==> config.mk <==
export PLATFORM = sky130hd
export DESIGN_NAME = pwmout_sequencer
export DESIGN_NICKNAME = d
export VERILOG_FILES = /design/src/rtl/pwmout_pkg.sv /design/src/rtl/pwmout_period_timer.sv /design/src/rtl/pwmout_sequencer.sv
export SDC_FILE = /design/constraint.sdc
export NUM_CORES = 1
export LEC_CHECK = 0
export ABC_AREA = 1
export BUFFER_PORTS_ARGS = -buffer_cell sky130_fd_sc_hd__buf_4
export CAP_MARGIN = 20
export CORE_MARGIN = 2
export CORE_UTILIZATION = 60
export CTS_CLUSTER_SIZE = 8
export DETAILED_ROUTE_END_ITERATION = 16
export PLACE_DENSITY_LB_ADDON = 0.08
export SYNTH_ARGS = -nofsm -noshare
export SYNTH_HDL_FRONTEND = slang
export SYNTH_HIERARCHICAL = 1
export SYNTH_SLANG_ARGS = --single-unit
==> constraint.sdc <==
create_clock -name clk -period 9 [get_ports clk]
set_input_delay 0.9 -clock clk [delete_from_list [all_inputs] [get_ports clk]]
set_output_delay 0.9 -clock clk [all_outputs]
set_load 0.005 [all_outputs]
==> src/rtl/pwmout_pkg.sv <==
// Shared state encoding and 33-bit signed helpers for the pwmout sequencer.
package pwmout_pkg;

    typedef enum logic [1:0] {
        SEQ_IDLE      = 2'd0,
        SEQ_RUN       = 2'd1,
        SEQ_ZERO_HOLD = 2'd2,
        SEQ_FAULT     = 2'd3
    } seq_state_e;

    function automatic logic signed [32:0] clamp33(input logic signed [32:0] v,
                                                   input logic signed [32:0] lim);
        if (v > lim)  return lim;
        if (v < -lim) return -lim;
        return v;
    endfunction

    // One slew step from cur toward goal, never overshooting goal.
    function automatic logic signed [32:0] step33(input logic signed [32:0] cur,
                                                  input logic signed [32:0] goal,
                                                  input logic signed [32:0] step);
        logic signed [32:0] diff;
        diff = goal - cur;
        if (diff > step)  return cur + step;
        if (diff < -step) return cur - step;
        return goal;
    endfunction

endpackage

==> src/rtl/pwmout_period_timer.sv <==
// Free-running 0..DIVIDER counter; period_tick marks the last count of each period.
module pwmout_period_timer #(
    parameter int DIVIDER = 255
) (
    input  logic clk,
    input  logic rst_n,
    output logic period_tick
);
    localparam int CW = (DIVIDER < 1) ? 1 : $clog2(DIVIDER + 1);
    localparam logic [CW-1:0] LAST = CW'(DIVIDER);

    logic [CW-1:0] cnt_q, cnt_d;

    always_comb begin
        cnt_d = (cnt_q == LAST) ? '0 : cnt_q + 1'b1;
    end

    always_ff @(posedge clk or negedge rst_n) begin
        if (!rst_n) cnt_q <= '0;
        else        cnt_q <= cnt_d;
    end

    assign period_tick = (cnt_q == LAST);

endmodule

==> src/rtl/pwmout_sequencer.sv <==
// Duty/enable sequencer for one pwmout generator: clamped target, per-period slew,
// zero-crossing dead time on reversal and a command watchdog.
module pwmout_sequencer
    import pwmout_pkg::*;
#(
    parameter int DIVIDER     = 255,
    parameter int STEP        = 4,
    parameter int DEADTIME    = 2,
    parameter int WDT_PERIODS = 1000
) (
    input  logic        clk,
    input  logic        rst_n,
    input  logic [31:0] cmd_dty,
    input  logic        cmd_valid,
    input  logic        cmd_enable,
    input  logic        fault_clr,
    output logic [31:0] dty,
    output logic        enable,
    output logic        period_tick,
    output logic [1:0]  state,
    output logic        at_target,
    output logic        fault
);
    localparam logic signed [32:0] LIM  = 33'(DIVIDER);
    localparam logic signed [32:0] STP  = 33'(STEP);
    localparam logic [31:0]        WDT  = 32'(WDT_PERIODS);
    localparam logic [31:0]        HOLD = 32'(DEADTIME);

    seq_state_e  state_q, state_d;
    logic [31:0] target_q, target_d;
    logic [31:0] dty_q, dty_d;
    logic [31:0] hold_q, hold_d;
    logic [31:0] wdt_q, wdt_d;

    logic signed [32:0] eff33, dty33, slew_goal, slew_nxt;
    logic               opposite, wdt_live, expire;

    pwmout_period_timer #(.DIVIDER(DIVIDER)) u_timer (
        .clk        (clk),
        .rst_n      (rst_n),
        .period_tick(period_tick)
    );

    always_comb begin
        eff33     = cmd_enable ? {target_q[31], target_q} : 33'sd0;
        dty33     = {dty_q[31], dty_q};
        opposite  = ((eff33 > 33'sd0) && (dty33 < 33'sd0)) ||
                    ((eff33 < 33'sd0) && (dty33 > 33'sd0));
        // A reversal first unwinds to zero; the new direction starts after the hold.
        slew_goal = opposite ? 33'sd0 : eff33;
        slew_nxt  = step33(dty33, slew_goal, STP);
        wdt_live  = (state_q == SEQ_RUN) || (state_q == SEQ_ZERO_HOLD);
        expire    = wdt_live && (WDT_PERIODS != 0) && (wdt_q >= WDT);
    end

    always_comb begin
        state_d  = state_q;
        target_d = target_q;
        dty_d    = dty_q;
        hold_d   = hold_q;
        wdt_d    = wdt_q;

        if (cmd_valid)
            target_d = 32'(clamp33({cmd_dty[31], cmd_dty}, LIM));

        if (!wdt_live || cmd_valid)
            wdt_d = '0;
        else if (period_tick && (wdt_q < WDT))
            wdt_d = wdt_q + 32'd1;

        // A command arriving in the expiry cycle counts as a kick and suppresses the fault.
        if (expire && !cmd_valid) begin
            state_d  = SEQ_FAULT;
            target_d = '0;
            dty_d    = '0;
            hold_d   = '0;
            wdt_d    = '0;
        end else if (period_tick) begin
            case (state_q)
                SEQ_IDLE: begin
                    dty_d = '0;
                    if (cmd_enable) state_d = SEQ_RUN;
                end
                SEQ_RUN: begin
                    dty_d = slew_nxt[31:0];
                    if (opposite && (slew_nxt == 33'sd0) && (DEADTIME > 0)) begin
                        state_d = SEQ_ZERO_HOLD;
                        hold_d  = HOLD;
                    end else if (!cmd_enable && (slew_nxt == 33'sd0)) begin
                        state_d = SEQ_IDLE;
                    end
                end
                SEQ_ZERO_HOLD: begin
                    dty_d = '0;
                    if (!cmd_enable) begin
                        state_d = SEQ_IDLE;
                        hold_d  = '0;
                    end else if (hold_q <= 32'd1) begin
                        state_d = SEQ_RUN;
                        hold_d  = '0;
                    end else begin
                        hold_d  = hold_q - 32'd1;
                    end
                end
                SEQ_FAULT: begin
                    dty_d = '0;
                    if (fault_clr && !cmd_enable) begin
                        state_d  = SEQ_IDLE;
                        target_d = '0;
                    end
                end
                default: state_d = SEQ_IDLE;
            endcase
        end
    end

    always_ff @(posedge clk or negedge rst_n) begin
        if (!rst_n) begin
            state_q  <= SEQ_IDLE;
            target_q <= '0;
            dty_q    <= '0;
            hold_q   <= '0;
            wdt_q    <= '0;
        end else begin
            state_q  <= state_d;
            target_q <= target_d;
            dty_q    <= dty_d;
            hold_q   <= hold_d;
            wdt_q    <= wdt_d;
        end
    end

    assign dty       = dty_q;
    assign state     = state_q;
    assign enable    = (state_q == SEQ_RUN) || (state_q == SEQ_ZERO_HOLD);
    assign fault     = (state_q == SEQ_FAULT);
    assign at_target = (state_q != SEQ_FAULT) && (dty33 == eff33);

endmodule

==> out/results.ini, run 1 <==
[status]
status = finished, final reports clean

[floorplanning]
die_w_um = 151.3
num_io_pins = 75
dieArea_um2 = 22900
rows = 53
start_util = 0.6156
design.core.area_um2 = 21150
die_y_um = 151.3

[logic_synthesis]
synth_most_common_cell = nand2_1
synth_edf_count = 0
synth_common_cells = nand2_1, nor2_1, inv_1
syn_inst = 2038
synth_fa_ha_area_frac = 0.04573
synth_area_leaders = dfrtp_1, nand2_1, nor2_1
yosys.area_share.simple = 0.4053
ys_ff_latch = 138
ys_types = 57
synth_area_leader_cell = dfrtp_1
synth_xor_area_frac = 0.06120
yosys_warnings = 6
syn_avg_cell_area_um2 = 6.390
yosysSeqAreaShare = 0.2652
synthMuxAreaShare = 0
synth_area_um2 = 13020
synthArstFlopShare = 1.000
synth_top_cell_area_share = 0.2652
yosys_most_used_dff = dfrtp_1
synth_top_family_by_area = simple AND/OR/NAND/NOR gates
synth_compound_area_frac = 0.1097

[global_routing]
grt_pass1_vias = 13100
grt_overflow = 0
grt_max_degree = 74
track_usage = 0.3899
antenna_found_initial = 0
grt_pass1_wl_um = 69130

[clock_network]
h-tree-depth = 4
path_clk_slew_ns = 0.07
cts_buffers = 17
cts-root-buf = clkbuf_16
post_cts_buffers = 0
cts.sinks = 138
cts_hold_buf = 0
insertion_delay_ns = 0.44
cts_tree = yes
cts_resized = 0
cts_buffer_depth = 2

[sta]
finClkSkew_ns = 0.01905
drv_slew = 0
slew_headroom = 0.2999
fin_crit_sh = 0.8491
post-route-min-period_ns = 7.642
hold_viol = 0
tightest_slew_ns = 1.049
finalSetupViolCount = 0
fin_setup_tns_ns = 0
rsz0062_at_grt = no
fin_hold_ws_ns = 0.4364
max_clock_freq_mhz = 130.9

[critical_path]
critPathRequiredTime_ns = 9.37
end_kind = flop
crit_top_cell = nand2_1
path_class = flop to flop
slowest_stage = nand2_2
start_kind = flop
critPathArrivalTime_ns = 8.01
cp_slowest_stage_delay_ns = 0.70
cp_max_fo = 40

[min_path]
hp-class = input pin to async pin

[drt]
via_count = 14030
wl_per_cell_um = 18.23
post_drt_via_cell_ratio = 5.916
drtIter0Drc = 1353
detail-route-antenna-nets = 0
wl_um = 43250
drtPass1Iterations = 6
drc = 0

[final_layout]
area_growth_syn_to_layout_pct = 9.598
drive_gt1_frac = 0.1206
antenna_cells = 0
fillerInstances = 1939
nets = 2168

[placement]
place_congestion = 1.035
dp_hpwl_um = 32970
io_buffers = 74

[flow_run]
drv_cap = 0

[pwr]
leakagePower_nw = 7.540
irDropWorstVdd_mv = 0.3294
p_per_area_nw_per_um2 = 334.3

==> layer usage <==
layer / global-route usage / routed length [um] / vias up
li1: - / - / 6670
met1: 0.5046 / 17250 / 6528
met2: 0.6217 / 19860 / 674
met3: 0.07108 / 3643 / 161
met4: 0.2056 / 2489 / 0
met5: 0 / 0 / -
==> critical path, delay by kind of cell (launching register included) <==
family / cells / cell delay (ns)
and+or+nand+nor: 28 / 4.94
adders and majority gates: 2 / 0.68
DFF: 1 / 0.48
AOI/OAI and AO/OA: 2 / 0.35
buffers and inverters: 4 / 1.07
==> final timing paths <==
path                                  start          endpoint  slack (ns)  depth (start not counted)
hold reg to reg            u_timer/cnt_q[0]  u_timer/cnt_q[0]        0.50                          1
min in group clk           u_timer/cnt_q[0]  u_timer/cnt_q[0]        0.50                          1
setup reg to reg                    dty[24]        hold_q[18]        1.36                         36
max in group asynchronous             rst_n           dty[17]        7.12                          2
hold / removal                        rst_n         wdt_q[29]        0.44                          1
setup / recovery                    dty[24]        hold_q[18]        1.36                         36
==> state kept, by name, indices dropped and copies added (netlist names) <==
name / flops
dty: 32
target_q: 32
wdt_q: 32
hold_q: 32
state: 2
u_timer/cnt_q: 8
==> power breakdown <==
part | switching [mW] | leakage [nW] | internal (mW) | total (mW)
logic | 2.15 | 5.45 | 1.05 | 3.20
registers | 0.117 | 1.80 | 0.727 | 0.845
clock network | 0.333 | 0.288 | 0.393 | 0.726
total | 2.60 | 7.54 | 2.17 | 4.77
==> cell usage in the layout, fill, tap and decap left out, types with 46 or more instances in the layout <==
master	netlist	final
nand4_1	46	46
inv_1	242	242
nand3_1	144	144
xor2_1	75	75
nor2_1	266	266
ha_1	46	46
buf_4	8	81
dfrtp_1	138	138
o21ai_0	70	70
nand2_1	548	548
==> cell families after synthesis <==
kind of cell | Yosys count
compound gates | 226
xor+xnor | 91
fa+ha+maj | 47
buf+inv | 348
flops | 138
other cells | 1
simple gates | 1187
==> metrics by stage <==
| step | area (um2) | power (mW) | utilization | setup slack (ns) | instances |
|---|---|---|---|---|---|
| after floorplan | 13100 | 3.247 | - | 3.705 | 2059 |
| final | 14270 | 4.772 | 0.6747 | 1.358 | 2372 |
| after detailed placement | 13670 | 3.939 | 0.6461 | 1.356 | 2339 |
| after global routing | 14270 | 5.165 | 0.6747 | 0.6818 | 2372 |
| after CTS | 14240 | 4.686 | 0.6734 | 1.642 | 2371 |
| after global placement | 13640 | 3.878 | 0.6448 | 1.373 | 2338 |
==> layout make-up <==
class	count	area (um2)	area share
multi-input combinational	1573	8190	0.5739
sequential	138	3453	0.2420
inverter	269	1012	0.07092
timing repair buffer	85	694.4	0.04865
clock buffer	18	429.2	0.03007
tap	275	344.1	0.02411
clock inverter	14	148.9	0.01043
(Power assumes the default switching activity.)
==> run 2, diff against run 1 <==
- CORE_UTILIZATION: 60 -> 57
- clock period: 9 -> 6.3 ns (I/O delays scaled with it)
==> run 2 against run 1 <==
Design area increased by 2.3%. First-iteration DRC count decreased by 0.89%. Sequential power increased by 42%. Core utilization decreased by 2.6 points. Non-clock buffer count increased by 36. Worst setup slack got worse by 0.97 ns. Via count decreased by 0.96%.
==> out/results.ini, run 2 (synthesized netlist as in run 1, its figures left out) <==
[status]
status = finished, final reports clean

[sta]
max_clock_freq_mhz = 169.3
finClkSkew_ns = 0.01642
fin_hold_ws_ns = 0.1985
rsz0062_at_grt = no
slew_headroom = 0.2863
drv_slew = 0
post-route-min-period_ns = 5.907
hold_viol = 0
fin_setup_tns_ns = 0
tightest_slew_ns = 1.064
fin_crit_sh = 0.9376
finalSetupViolCount = 0

[floorplanning]
design.core.area_um2 = 22500
die_w_um = 155.2
dieArea_um2 = 24070
start_util = 0.5787
rows = 55
num_io_pins = 75
die_y_um = 155.2

[clock_network]
post_cts_buffers = 0
cts-root-buf = clkbuf_16
path_clk_slew_ns = 0.06
h-tree-depth = 4
cts_tree = yes
cts_buffers = 17
insertion_delay_ns = 0.43
cts_buffer_depth = 2
cts.sinks = 138

[critical_path]
slowest_stage = dfrtp_1
r2r_cells = 35
timing.rr.end = hold_q[31]
cp_max_fo = 34
worst-r2r-setup-slack_ns = 0.39
crit_top_cell = nand2_1
critPathArrivalTime_ns = 6.22
critPathRequiredTime_ns = 6.61
regToRegStartpoint = dty[3]
start_kind = flop
end_kind = flop
cp_slowest_stage_delay_ns = 0.43
path_class = flop to flop

[global_routing]
track_usage = 0.3673
grt_pass1_wl_um = 69340
grt_max_degree = 71
grt_pass1_vias = 13030
grt_overflow = 0
antenna_found_initial = 0

[drt]
drtPass1Iterations = 5
wl_um = 43700
drtIter0Drc = 1341
wl_per_cell_um = 18.07
via_count = 13900
drc = 0
post_drt_via_cell_ratio = 5.748
detail-route-antenna-nets = 0

[placement]
dp.cells = 2386
place_congestion = 1.068
dp_hpwl_um = 33940
io_buffers = 74

[final_layout]
final_cell_mix = nand2_1, nor2_1, inv_1
layout.cells.most_common = nand2_1
fillerInstances = 2109
nets = 2204
drive_gt1_frac = 0.1383
antenna_cells = 0
area_growth_syn_to_layout_pct = 12.10
stdcell_count = 2418

[min_path]
hp-class = input pin to async pin

[pwr]
power_mw = 6.849
irDropWorstVdd_mv = 0.5166
p_per_area_nw_per_um2 = 469.2
leakagePower_nw = 7.732

[flow_run]
drv_cap = 0

-- run 2: critical path, delay by kind of cell, from the launching register on --
family	cells	cell delay [ns]
AOI/OAI and AO/OA	4	0.71
adders and majority gates	3	0.86
buffers and inverters	6	1.13
DFF	1	0.43
and+or+nand+nor	22	2.60
-- run 2: layout make-up --
| type | instances | area, um2 | area share |
|---|---|---|---|
| Sequential cell | 138 | 3453 | 0.2366 |
| Multi-Input combinational cell | 1573 | 8215 | 0.5628 |
| Tap cell | 285 | 356.6 | 0.02443 |
| Timing Repair Buffer | 121 | 974.7 | 0.06677 |
| Inverter | 269 | 1012 | 0.06934 |
| Clock inverter | 12 | 138.9 | 0.009514 |
| Clock buffer | 20 | 446.7 | 0.03060 |
-- run 2: power by group --
group	internal, mW	switching [mW]
sequential	1.04	0.159
combinational	1.55	3.07
clock	0.600	0.433
total	3.19	3.66
-- run 2: worst max path at each step --
stage	startpoint	to	slack [ns]	cells after the start
floorplan	cmd_enable	hold_q[17]	1.27	41
global placement	cmd_enable	hold_q[31]	0.28	36
detailed placement	cmd_enable	hold_q[31]	0.28	37
CTS	dty[26]	hold_q[31]	0.41	36
global route	dty[3]	hold_q[31]	0.004	35
finish	dty[3]	hold_q[31]	0.39	35
-- run 2: per-layer routing --
| metal | vias to the layer above | global-route usage | part of all wire |
|---|---|---|---|
| met1 | 6402 | 0.4689 | 0.41 |
| li1 | 6728 | - | - |
| met4 | 0 | 0.1892 | 0.056 |
| met3 | 146 | 0.06602 | 0.081 |
| met2 | 622 | 0.5983 | 0.46 |
| met5 | - | 0 | 0 |
-- run 2: what timing repair did --
| action | 4_1_cts | 5_1_grt |
|---|---|---|
| setup endpoints to repair | 0 | 34 |
| gates resized for setup | 0 | 7 |
| endpoints found under the hold margin | 0 | 0 |
| hold buffers | 0 | 0 |
-- run 2: through the flow --
stage | instance area (um2) | utilization | setup slack (ns)
after global placement | 13990 | 0.6216 | 0.2812
after global routing | 14600 | 0.6487 | 0.004226
final | 14600 | 0.6487 | 0.3933
after detailed placement | 13990 | 0.6216 | 0.2759
after CTS | 14570 | 0.6476 | 0.4051
after floorplan | 13100 | - | 1.275
